`config.mk`:
```
export PLATFORM = sky130hd
export DESIGN_NAME = sfx_sequencer
export DESIGN_NICKNAME = d
export VERILOG_FILES = /design/src/rtl/sfx_pkg.sv /design/src/rtl/sfx_frame_fifo.sv /design/src/rtl/sfx_sequencer.sv
export SDC_FILE = /design/constraint.sdc
export NUM_CORES = 1
export LEC_CHECK = 0
export ABC_AREA = 1
export BUFFER_PORTS_ARGS = -buffer_cell sky130_fd_sc_hd__buf_2
export CAP_MARGIN = 20
export CELL_PAD_IN_SITES_DETAIL_PLACEMENT = 1
export CELL_PAD_IN_SITES_GLOBAL_PLACEMENT = 1
export CORE_MARGIN = 2
export CORE_UTILIZATION = 30
export CTS_BUF_LIST = sky130_fd_sc_hd__clkbuf_8
export DETAILED_ROUTE_END_ITERATION = 8
export GPL_TIMING_DRIVEN = 0
export PLACE_DENSITY_LB_ADDON = 0.3
export SLEW_MARGIN = 0
export SYNTH_ARGS = -nofsm -noshare
export SYNTH_HDL_FRONTEND = slang
export SYNTH_HIERARCHICAL = 1
export SYNTH_SLANG_ARGS = --single-unit
```
`constraint.sdc`:
```
create_clock -name clk_i -period 4 [get_ports clk_i]
set_input_delay 0.2 -clock clk_i [delete_from_list [all_inputs] [get_ports clk_i]]
set_output_delay 0.2 -clock clk_i [all_outputs]
set_load 0.005 [all_outputs]
```
`src/rtl/sfx_pkg.sv`:
```
// Shared types for the sound-effect sequencer: frame layout, FSM states and
// the saturating VCO sweep step.
package sfx_pkg;

  localparam int VCO_W   = 12;
  localparam int NOISE_W = 12;
  localparam int LFO_W   = 10;
  localparam int DUR_W   = 8;
  localparam int SWEEP_W = 8;

  typedef struct packed {
    logic [DUR_W-1:0]   dur;
    logic [VCO_W-1:0]   vco_freq;
    logic [SWEEP_W-1:0] vco_sweep;
    logic [NOISE_W-1:0] noise_freq;
    logic [LFO_W-1:0]   lfo_freq;
    logic [2:0]         lfo_shift;
    logic               vco_select;
    logic               noise_select;
    logic [2:0]         mixer;
  } sfx_frame_t;

  typedef enum logic [1:0] {IDLE, LOAD, PLAY} sfx_state_e;

  // Two guard bits: 4095 + 127 must not wrap negative before the clamp.
  function automatic logic [VCO_W-1:0] sweep_clamp(input logic [VCO_W-1:0]   freq,
                                                   input logic [SWEEP_W-1:0] delta);
    logic signed [VCO_W+1:0] sum;
    sum = $signed({2'b00, freq}) +
          $signed({{(VCO_W+2-SWEEP_W){delta[SWEEP_W-1]}}, delta});
    if (sum < 0)
      return '0;
    else if (sum > $signed({2'b00, {VCO_W{1'b1}}}))
      return '1;
    else
      return sum[VCO_W-1:0];
  endfunction

endpackage

```
`src/rtl/sfx_frame_fifo.sv`:
```
// Frame queue between the host handshake and the sequencer FSM.
// Extra pointer bit distinguishes full from empty.
module sfx_frame_fifo
  import sfx_pkg::*;
#(
  parameter int DEPTH = 4
) (
  input  logic       clk_i,
  input  logic       rst_ni,
  input  logic       push_i,
  input  sfx_frame_t din_i,
  input  logic       pop_i,
  input  logic       flush_i,
  output logic       full_o,
  output logic       empty_o,
  output sfx_frame_t head_o
);

  localparam int AW = $clog2(DEPTH);

  logic [AW:0] wr_q, rd_q;
  sfx_frame_t  mem_q [DEPTH];
  logic        do_push, do_pop;

  assign do_push = push_i && !full_o && !flush_i;
  assign do_pop  = pop_i && !empty_o && !flush_i;

  always_ff @(posedge clk_i or negedge rst_ni) begin
    if (!rst_ni) begin
      wr_q <= '0;
      rd_q <= '0;
    end else if (flush_i) begin
      wr_q <= '0;
      rd_q <= '0;
    end else begin
      if (do_push) wr_q <= wr_q + 1'b1;
      if (do_pop)  rd_q <= rd_q + 1'b1;
    end
  end

  always_ff @(posedge clk_i) begin
    if (do_push) mem_q[wr_q[AW-1:0]] <= din_i;
  end

  assign empty_o = (wr_q == rd_q);
  assign full_o  = (wr_q[AW] != rd_q[AW]) && (wr_q[AW-1:0] == rd_q[AW-1:0]);
  assign head_o  = mem_q[rd_q[AW-1:0]];

endmodule

```
`src/rtl/sfx_sequencer.sv`:
```
// Plays queued parameter frames into sound_generator, one frame per
// programmed tick count, with optional linear VCO sweep and mute on drain.
module sfx_sequencer
  import sfx_pkg::*;
#(
  parameter int TICK_DIV = 416667,
  parameter int DEPTH    = 4
) (
  input  logic               clk_i,
  input  logic               rst_ni,
  input  logic               cmd_valid_i,
  output logic               cmd_ready_o,
  input  logic [DUR_W-1:0]   cmd_dur_i,
  input  logic [VCO_W-1:0]   cmd_vco_freq_i,
  input  logic [SWEEP_W-1:0] cmd_vco_sweep_i,
  input  logic [NOISE_W-1:0] cmd_noise_freq_i,
  input  logic [LFO_W-1:0]   cmd_lfo_freq_i,
  input  logic [2:0]         cmd_lfo_shift_i,
  input  logic               cmd_vco_select_i,
  input  logic               cmd_noise_select_i,
  input  logic [2:0]         cmd_mixer_i,
  input  logic               abort_i,
  output logic [VCO_W-1:0]   vco_freq_o,
  output logic [NOISE_W-1:0] noise_freq_o,
  output logic [LFO_W-1:0]   lfo_freq_o,
  output logic [2:0]         lfo_shift_o,
  output logic               vco_select_o,
  output logic               noise_select_o,
  output logic [2:0]         mixer_o,
  output logic               busy_o,
  output logic               frame_tick_o
);
  // state | meaning
  // IDLE  | nothing playing, mixer muted, other parameters held
  // LOAD  | pop head frame into the output registers (ticks ignored)
  // PLAY  | count ticks down, sweep VCO, chain or mute on expiry

  localparam int            PW = $clog2(TICK_DIV);
  localparam logic [PW-1:0] TC = PW'(TICK_DIV - 1);

  logic [PW-1:0] presc_q, presc_d;
  logic          tick;

  assign tick    = (presc_q == TC);
  assign presc_d = tick ? '0 : presc_q + 1'b1;

  always_ff @(posedge clk_i or negedge rst_ni) begin
    if (!rst_ni) presc_q <= '0;
    else         presc_q <= presc_d;
  end

  sfx_state_e         state_q;
  logic [DUR_W-1:0]   rem_q;
  logic [SWEEP_W-1:0] sweep_q;
  logic [VCO_W-1:0]   vco_q;
  logic [NOISE_W-1:0] noise_q;
  logic [LFO_W-1:0]   lfo_q;
  logic [2:0]         shift_q, mixer_q;
  logic               vsel_q, nsel_q;

  logic       full, empty, push, pop;
  sfx_frame_t cmd_frame, head;

  assign cmd_ready_o = !full && !abort_i && rst_ni;
  // Zero-duration frames are handshaken but never enter the queue.
  assign push = cmd_valid_i && cmd_ready_o && (cmd_dur_i != '0);
  assign pop  = (state_q == LOAD) && !abort_i;

  assign cmd_frame = '{dur:          cmd_dur_i,
                       vco_freq:     cmd_vco_freq_i,
                       vco_sweep:    cmd_vco_sweep_i,
                       noise_freq:   cmd_noise_freq_i,
                       lfo_freq:     cmd_lfo_freq_i,
                       lfo_shift:    cmd_lfo_shift_i,
                       vco_select:   cmd_vco_select_i,
                       noise_select: cmd_noise_select_i,
                       mixer:        cmd_mixer_i};

  sfx_frame_fifo #(.DEPTH(DEPTH)) u_fifo (
    .clk_i   (clk_i),
    .rst_ni  (rst_ni),
    .push_i  (push),
    .din_i   (cmd_frame),
    .pop_i   (pop),
    .flush_i (abort_i),
    .full_o  (full),
    .empty_o (empty),
    .head_o  (head)
  );

  always_ff @(posedge clk_i or negedge rst_ni) begin
    if (!rst_ni) begin
      state_q <= IDLE;
      rem_q   <= '0;
      sweep_q <= '0;
      vco_q   <= '0;
      noise_q <= '0;
      lfo_q   <= '0;
      shift_q <= '0;
      vsel_q  <= 1'b0;
      nsel_q  <= 1'b0;
      mixer_q <= '0;
    end else if (abort_i) begin
      state_q <= IDLE;
      mixer_q <= '0;
    end else begin
      case (state_q)
        IDLE: begin
          mixer_q <= '0;
          if (!empty) state_q <= LOAD;
        end
        LOAD: begin
          rem_q   <= head.dur;
          sweep_q <= head.vco_sweep;
          vco_q   <= head.vco_freq;
          noise_q <= head.noise_freq;
          lfo_q   <= head.lfo_freq;
          shift_q <= head.lfo_shift;
          vsel_q  <= head.vco_select;
          nsel_q  <= head.noise_select;
          mixer_q <= head.mixer;
          state_q <= PLAY;
        end
        PLAY: begin
          if (tick) begin
            if (rem_q > DUR_W'(1)) begin
              rem_q <= rem_q - 1'b1;
              vco_q <= sweep_clamp(vco_q, sweep_q);
            end else if (!empty) begin
              state_q <= LOAD;
            end else begin
              state_q <= IDLE;
              mixer_q <= '0;
            end
          end
        end
        default: state_q <= IDLE;
      endcase
    end
  end

  assign vco_freq_o     = vco_q;
  assign noise_freq_o   = noise_q;
  assign lfo_freq_o     = lfo_q;
  assign lfo_shift_o    = shift_q;
  assign vco_select_o   = vsel_q;
  assign noise_select_o = nsel_q;
  assign mixer_o        = mixer_q;
  assign busy_o         = (state_q != IDLE) || !empty;
  assign frame_tick_o   = tick;

endmodule

```
## Word-level counts from Yosys, hierarchy flattened

Memories as Yosys holds them, arrays and structs flattened.
Index checks and enable logic that the tools add are counted.

| word-level totals | value |
|---|---|
| memory bits (writable) | 232 |
| bits of input ports | 62 |
| latch bits | 0 |
| flip-flop bits (word level) | 85 |
| bits in read-only memories | 0 |
| memories | 1 |
| output and inout port bits | 45 |
| logic and storage cells | 86 |

Memories:

| name | words | bits a word | rd ports | clocked after memory_dff | wr ports | line | source |
|---|---|---|---|---|---|---|---|
| u_fifo.mem_q | 4 | 58 | 1 | 0 | 1 | sfx_frame_fifo.sv:22 | `sfx_frame_t mem_q [DEPTH];` |

| operators by class | value |
|---|---|
| $add $sub $neg | 5 |
| divide/modulo/power cells | 0 |
| reductions and logical operators | 25 |
| bitwise operators | 1 |
| eq/ne operators | 12 |
| shift-type cells | 0 |
| multiplexer cells | 26 |
| multiply operators | 0 |
| $lt $le $gt $ge | 3 |

Operators with widths:

| kind | count |
|---|---|
| 12-bit two-way mux | 4 |
| 3-bit two-way mux | 8 |
| 12-bit case mux with 2 select lines | 1 |
| 19-bit by 1-bit adder with 19-bit output (second input constant) | 1 |
| 19-bit equality test (second input constant) | 1 |
| 19-bit two-way mux | 1 |
| 8-bit two-way mux | 2 |
| 8-bit case mux with 2 select lines | 1 |
| 13-bit by 8-bit adder with 14-bit output | 1 |
| 14-bit by 13-bit greater-than comparator with 1-bit output (second input constant) | 1 |
| 14-bit by 1-bit less-than comparator with 1-bit output (second input constant) | 1 |
| 3-bit != test (second input constant) | 4 |
| 1-bit logical AND | 10 |
| 3-bit case mux with 3 select lines | 1 |
| 8-bit by 1-bit greater-than comparator with 1-bit output (second input constant) | 1 |
| 2-bit two-way mux | 4 |
| 4-bit AND reduction | 2 |
| 2-bit nonzero test | 4 |
| 8-bit nonzero test | 1 |
| 8-bit by 1-bit subtractor with 8-bit output (second input constant) | 1 |
| 3-bit by 1-bit adder with 3-bit output (second input constant) | 2 |
| 2-bit case mux with 3 select lines | 1 |
| 2-bit != test (second input constant) | 2 |
| 4-bit nonzero test | 1 |
| 12 further kinds | 16 |

## Logic depth before layout (Yosys ltp)

| logic depth | value |
|---|---|
| depth in word-level cells | 11 |
| mapped depth | 15 |
| depth with buffers taken out | 14 |

## By module

The synthesis kept the hierarchy.

By module, submodules not included:

| module | seq. area each (µm²) | area each (µm²) | times used | cells an instance |
|---|---|---|---|---|
| sfx_frame_fifo | 7116.8 | 9082.5 | 1 | 623 |
| sfx_sequencer | 1976.9 | 4593.2 | 1 | 606 |

## Least setup slack after synthesis

No wires, ideal clock.

| path | value |
|---|---|
| path type | reg2reg |
| from | register u_fifo.rd_q[0] |
| to | memory u_fifo/mem_q[0][0] in the netlist's numbering (enable) |
| clock period less this slack | 4423 ps |
| cell stages (with the launch flop) | 12 |
| slack | -423 ps |
| arrival | 3949 ps |
| data required time | 3526 ps |
| cells stage by stage | dfrtp_1 buf_6 xnor2_4 nand3_4 inv_1 nor2_1 nand2_1 inv_1 nand2_1 a21oi_1 nand3_2 nor2_1 |

| between the ends | value |
|---|---|
| word-level cells in the longest chain between the ends | 11 |

Ends and longest elaborated chain:

| element | line | source |
|---|---|---|
| start, declared | sfx_frame_fifo.sv:21 | `logic [AW:0] wr_q, rd_q;` |
| start signal, assigned | sfx_frame_fifo.sv:37 | `if (do_pop) rd_q <= rd_q + 1'b1;` |
| 2-bit equality test | sfx_frame_fifo.sv:46 | `assign full_o = (wr_q[AW] != rd_q[AW]) && (wr_q[AW-1:0] == rd_q[AW-1:0]);` |
| 1-bit logical AND | sfx_frame_fifo.sv:46 |  |
| named net full | sfx_sequencer.sv:61 | `logic full, empty, push, pop;` |
| 1-bit logical NOT | sfx_sequencer.sv:64 | `assign cmd_ready_o = !full && !abort_i && rst_ni;` |
| 1-bit logical AND (2 in a row) | sfx_sequencer.sv:64 |  |
| named net cmd_ready_o | sfx_sequencer.sv:12 | `output logic cmd_ready_o,` |
| 1-bit logical AND (2 in a row) | sfx_sequencer.sv:66 | `assign push = cmd_valid_i && cmd_ready_o && (cmd_dur_i != '0);` |
| named net push | sfx_sequencer.sv:61 |  |
| 1-bit logical AND (2 in a row) | sfx_frame_fifo.sv:25 | `assign do_push = push_i && !full_o && !flush_i;` |
| 1-bit two-way mux | sfx_frame_fifo.sv:42 | `if (do_push) mem_q[wr_q[AW-1:0]] <= din_i;` |
| 1-bit two-way mux (not written as such) | sfx_frame_fifo.sv:42 |  |
| end, declared | sfx_frame_fifo.sv:22 |  |

The timed path passes the listed nets, and every way through them passes these cells.

## Final worst setup path

| path | value |
|---|---|
| from | register u_fifo.rd_q[1] |
| to | memory u_fifo/mem_q[1][34] in the netlist's numbering (enable) |

| between the ends | value |
|---|---|
| word-level cells in the longest chain between the ends | 11 |

Ends and longest elaborated chain:

| element | line |
|---|---|
| 2-bit equality test | sfx_frame_fifo.sv:46 |
| 1-bit logical AND | sfx_frame_fifo.sv:46 |
| named net full | sfx_sequencer.sv:61 |
| 1-bit logical NOT | sfx_sequencer.sv:64 |
| 1-bit logical AND (2 in a row) | sfx_sequencer.sv:64 |
| 1-bit logical AND (2 in a row) | sfx_sequencer.sv:66 |
| named net push | sfx_sequencer.sv:61 |
| 1-bit logical AND (2 in a row) | sfx_frame_fifo.sv:25 |
| 1-bit two-way mux | sfx_frame_fifo.sv:42 |
| 1-bit two-way mux (not written as such) | sfx_frame_fifo.sv:42 |

The timed path passes the listed nets, and every way through them passes these cells.

==> flow_summary.yaml <==
yosys:
  yosysWarnings: 6
  ys_seq_area_share_pct: 66.50
  postSynthCellCount: 1229
  syn-num-nets: 1314
  synth_cell_types: 47
  avgSynthCellArea_sq_um: 11.13
  syn_area_sq_um: 13680
  ys_seq_elements: 317
routing:
  wl_met3_microns: 1588
  vias_per_cell: 4.714
  top_layer: "met5"
  met1Wirelength_microns: 17230
  antenna_left: 0
  drc: 0
  vias: 9952
  drt-pass1-iter-count: 4
  dr_wl_met2_microns: 19240
  wirelength_microns: 38970
  wire_per_inst_microns: 18.46
  first_iter_violations: 417
grt:
  grt_max_degree: 47
  grt.overflow.total: 0
  grt_pass1_vias: 10910
  grt_pass1_wl_microns: 61530
  track_usage_pct: 16.79
  antenna_found_initial: 1
place:
  pre_cts_ws_ps: 408.5
  gp_congestion: 0.7927
  place_area_sq_um: 15250
  io_buffers: 106
  dpl.hpwl_microns: 26690
  dpl.cell_count: 1946
pwr:
  power_mw: 9.550
  vdd_drop_max_uv: 320.3
  p_leak_nw: 6.926
  powerDensity_nw_per_um2: 560.3
layout:
  final_common_cell: "edfxtp_1"
  final_cell_area_sq_um: 17040
  stdcell_count: 2111
  layout-drive-gt1-share_pct: 19.26
  synthToLayoutAreaGrowth_pct: 24.62
  antennaDiodeCount: 0
  fin_nets: 1549
  layout_common_cells: "edfxtp_1, nand2_1, nor2_1, o21ai_0, buf_2"
die:
  num_rows: 78
  initial_core_util_pct: 30.27
  die_w_microns: 217.5
  coreArea_sq_um: 45190
  io_pins: 107
  die-area_sq_um: 47310
  die_h_microns: 217.5
timing:
  finalCritPeriodShare_pct: 89.19
  tightest_slew_ps: 769.2
  clock.fmax_mhz: 280.3
  relSlewSlack_pct: 48.72
  finalSetupTns_ps: 0
  fin_ws_ps: 432.2
  skew_ps: 45.03
  setup_viol: 0
  finalHoldViolations: 0
  period_minus_slack_ps: 3568
  rsz0062_at_grt: "no"
  drv_slew: 0
clocking:
  cts_root_buf: "clkbuf_8"
  clock-sinks: 317
  postCtsSetupRepairBufs: 0
  numCtsBuffers: 56
  clockBufferDepth: 3
  clk-insertion-delay-late_ps: 660
  cts_tree: "built"
  h-tree-depth: 2
  clk_pin_slew_ps: 60
run_status:
  outcome: "complete, no violations"
critical_path:
  r2r_slack_ps: 430
  start_kind: "flip-flop"
  end_kind: "flip-flop"
  r2r.worst_path.cells: 14
  critPathArrivalTime_ps: 3890
  path_class: "reg2reg"
  path_max_fanout: 19
  required_ps: 4330
hold_path:
  hold_class: "in2reg"
  hold-path-cell-count: 5
flow_run:
  drv_cap: 0
-- per-stage QoR --
stage | hold WS, ps | utilization (%)
2_1_floorplan | -95.59 | -
3_3_place_gp | 413.8 | 33.10
3_5_place_dp | 257.4 | 33.74
4_1_cts | 43.82 | 37.72
5_1_grt | 93.38 | 37.72
6_report | 76.50 | 37.72
-- logic make-up (layout without fill, tap and decap cells) --
group	after synthesis	count (layout)	synth area share [%]
flops	317	317	66.50
buf+inv	136	418	4.758
compound gates	231	231	9.488
xor+xnor	23	23	1.610
mux	1	1	0.07320
simple gates	498	498	15.42
fa+ha+maj	23	23	2.159
-- registers in the layout, summed over array words and instances (netlist names) --
signal	flops
u_fifo/mem_q	232
u_fifo/wr_q	3
vco_select_o	1
vco_freq_o	12
presc_q	19
noise_select_o	1
lfo_freq_o	10
sweep_q	8
state_q	2
rem_q	8
u_fifo/rd_q	3
lfo_shift_o	3
mixer_o	3
noise_freq_o	12
-- Yosys cell counts (all sizes together) --
cell	number	area share (%)
edfxtp	232	51
nand2	229	6.5
nor2	204	5.9
o21ai	140	5.2
dfrtp	85	16
inv	82	2.3
o22ai	58	2.7
buf	30	1.7
a21oi	27	1.3
nand3	27	1.3
clkbuf	24	0.72
ha	22	2.0
nand4	19	0.87
xor2	13	0.83
xnor2	10	0.78
nor3	8	0.38
nor4	5	0.23
and2	3	0.14
or2	2	0.092
a21o	1	0.055
a22o	1	0.064
a31oi	1	0.046
fa	1	0.15
mux2i	1	0.073
nor3b	1	0.055
o211ai	1	0.055
o31ai	1	0.055
o41ai	1	0.064
-- report_power, final --
group	internal, mW	total, mW	leakage (nW)	switching (mW)
Combinational	0.907	2.32	3.08	1.41
Sequential	3.84	4.07	3.16	0.231
Clock	1.78	3.16	0.687	1.38
-- area by class of cell --
type / count / area [sq um]
plain buffers: 54 / 337.8
clock buffers: 63 / 867.1
clock inverters: 42 / 327.8
fillers: 5013 / 28140
inverters: 82 / 312.8
multi-input cells: 776 / 3961
flip-flops and latches: 317 / 9094
well taps: 600 / 750.7
repair buffers: 177 / 1391
-- per-layer routing --
metal / track usage, % / vias up
met3: 3.054 / 63
met5: 0 / -
met4: 5.731 / 2
met1: 21.19 / 5007
li1: - / 4723
met2: 28.92 / 157
-- repair_timing --
action	CTS	global route
hold endpoints to repair	273	0
gates resized for setup	0	0
hold buffers	60	0
-- final timing paths --
path,from,to
setup / recovery,u_fifo/rd_q[1],u_fifo/mem_q[1][34]
setup reg to reg,u_fifo/rd_q[1],u_fifo/mem_q[1][34]
hold reg to reg,mixer_o[2],mixer_o[2]
min in group asynchronous,rst_ni,vco_freq_o[11]
hold / removal,cmd_valid_i,u_fifo/wr_q[2]
max in group asynchronous,rst_ni,presc_q[4]
-- worst max-delay path, stage by stage (launching register included) --
cell     delay (ps)
dfrtp_1         550
inv_2           130
nand2_2          80
nand2_2          70
nand3_4         120
inv_1            50
nor2_1           90
nand2_1         120
inv_1           110
nand2_1          60
a21oi_1         530
nand3_2         330
nor2_4          550
buf_16          240
buf_12          190
Power figures use the tool's default switching activity.
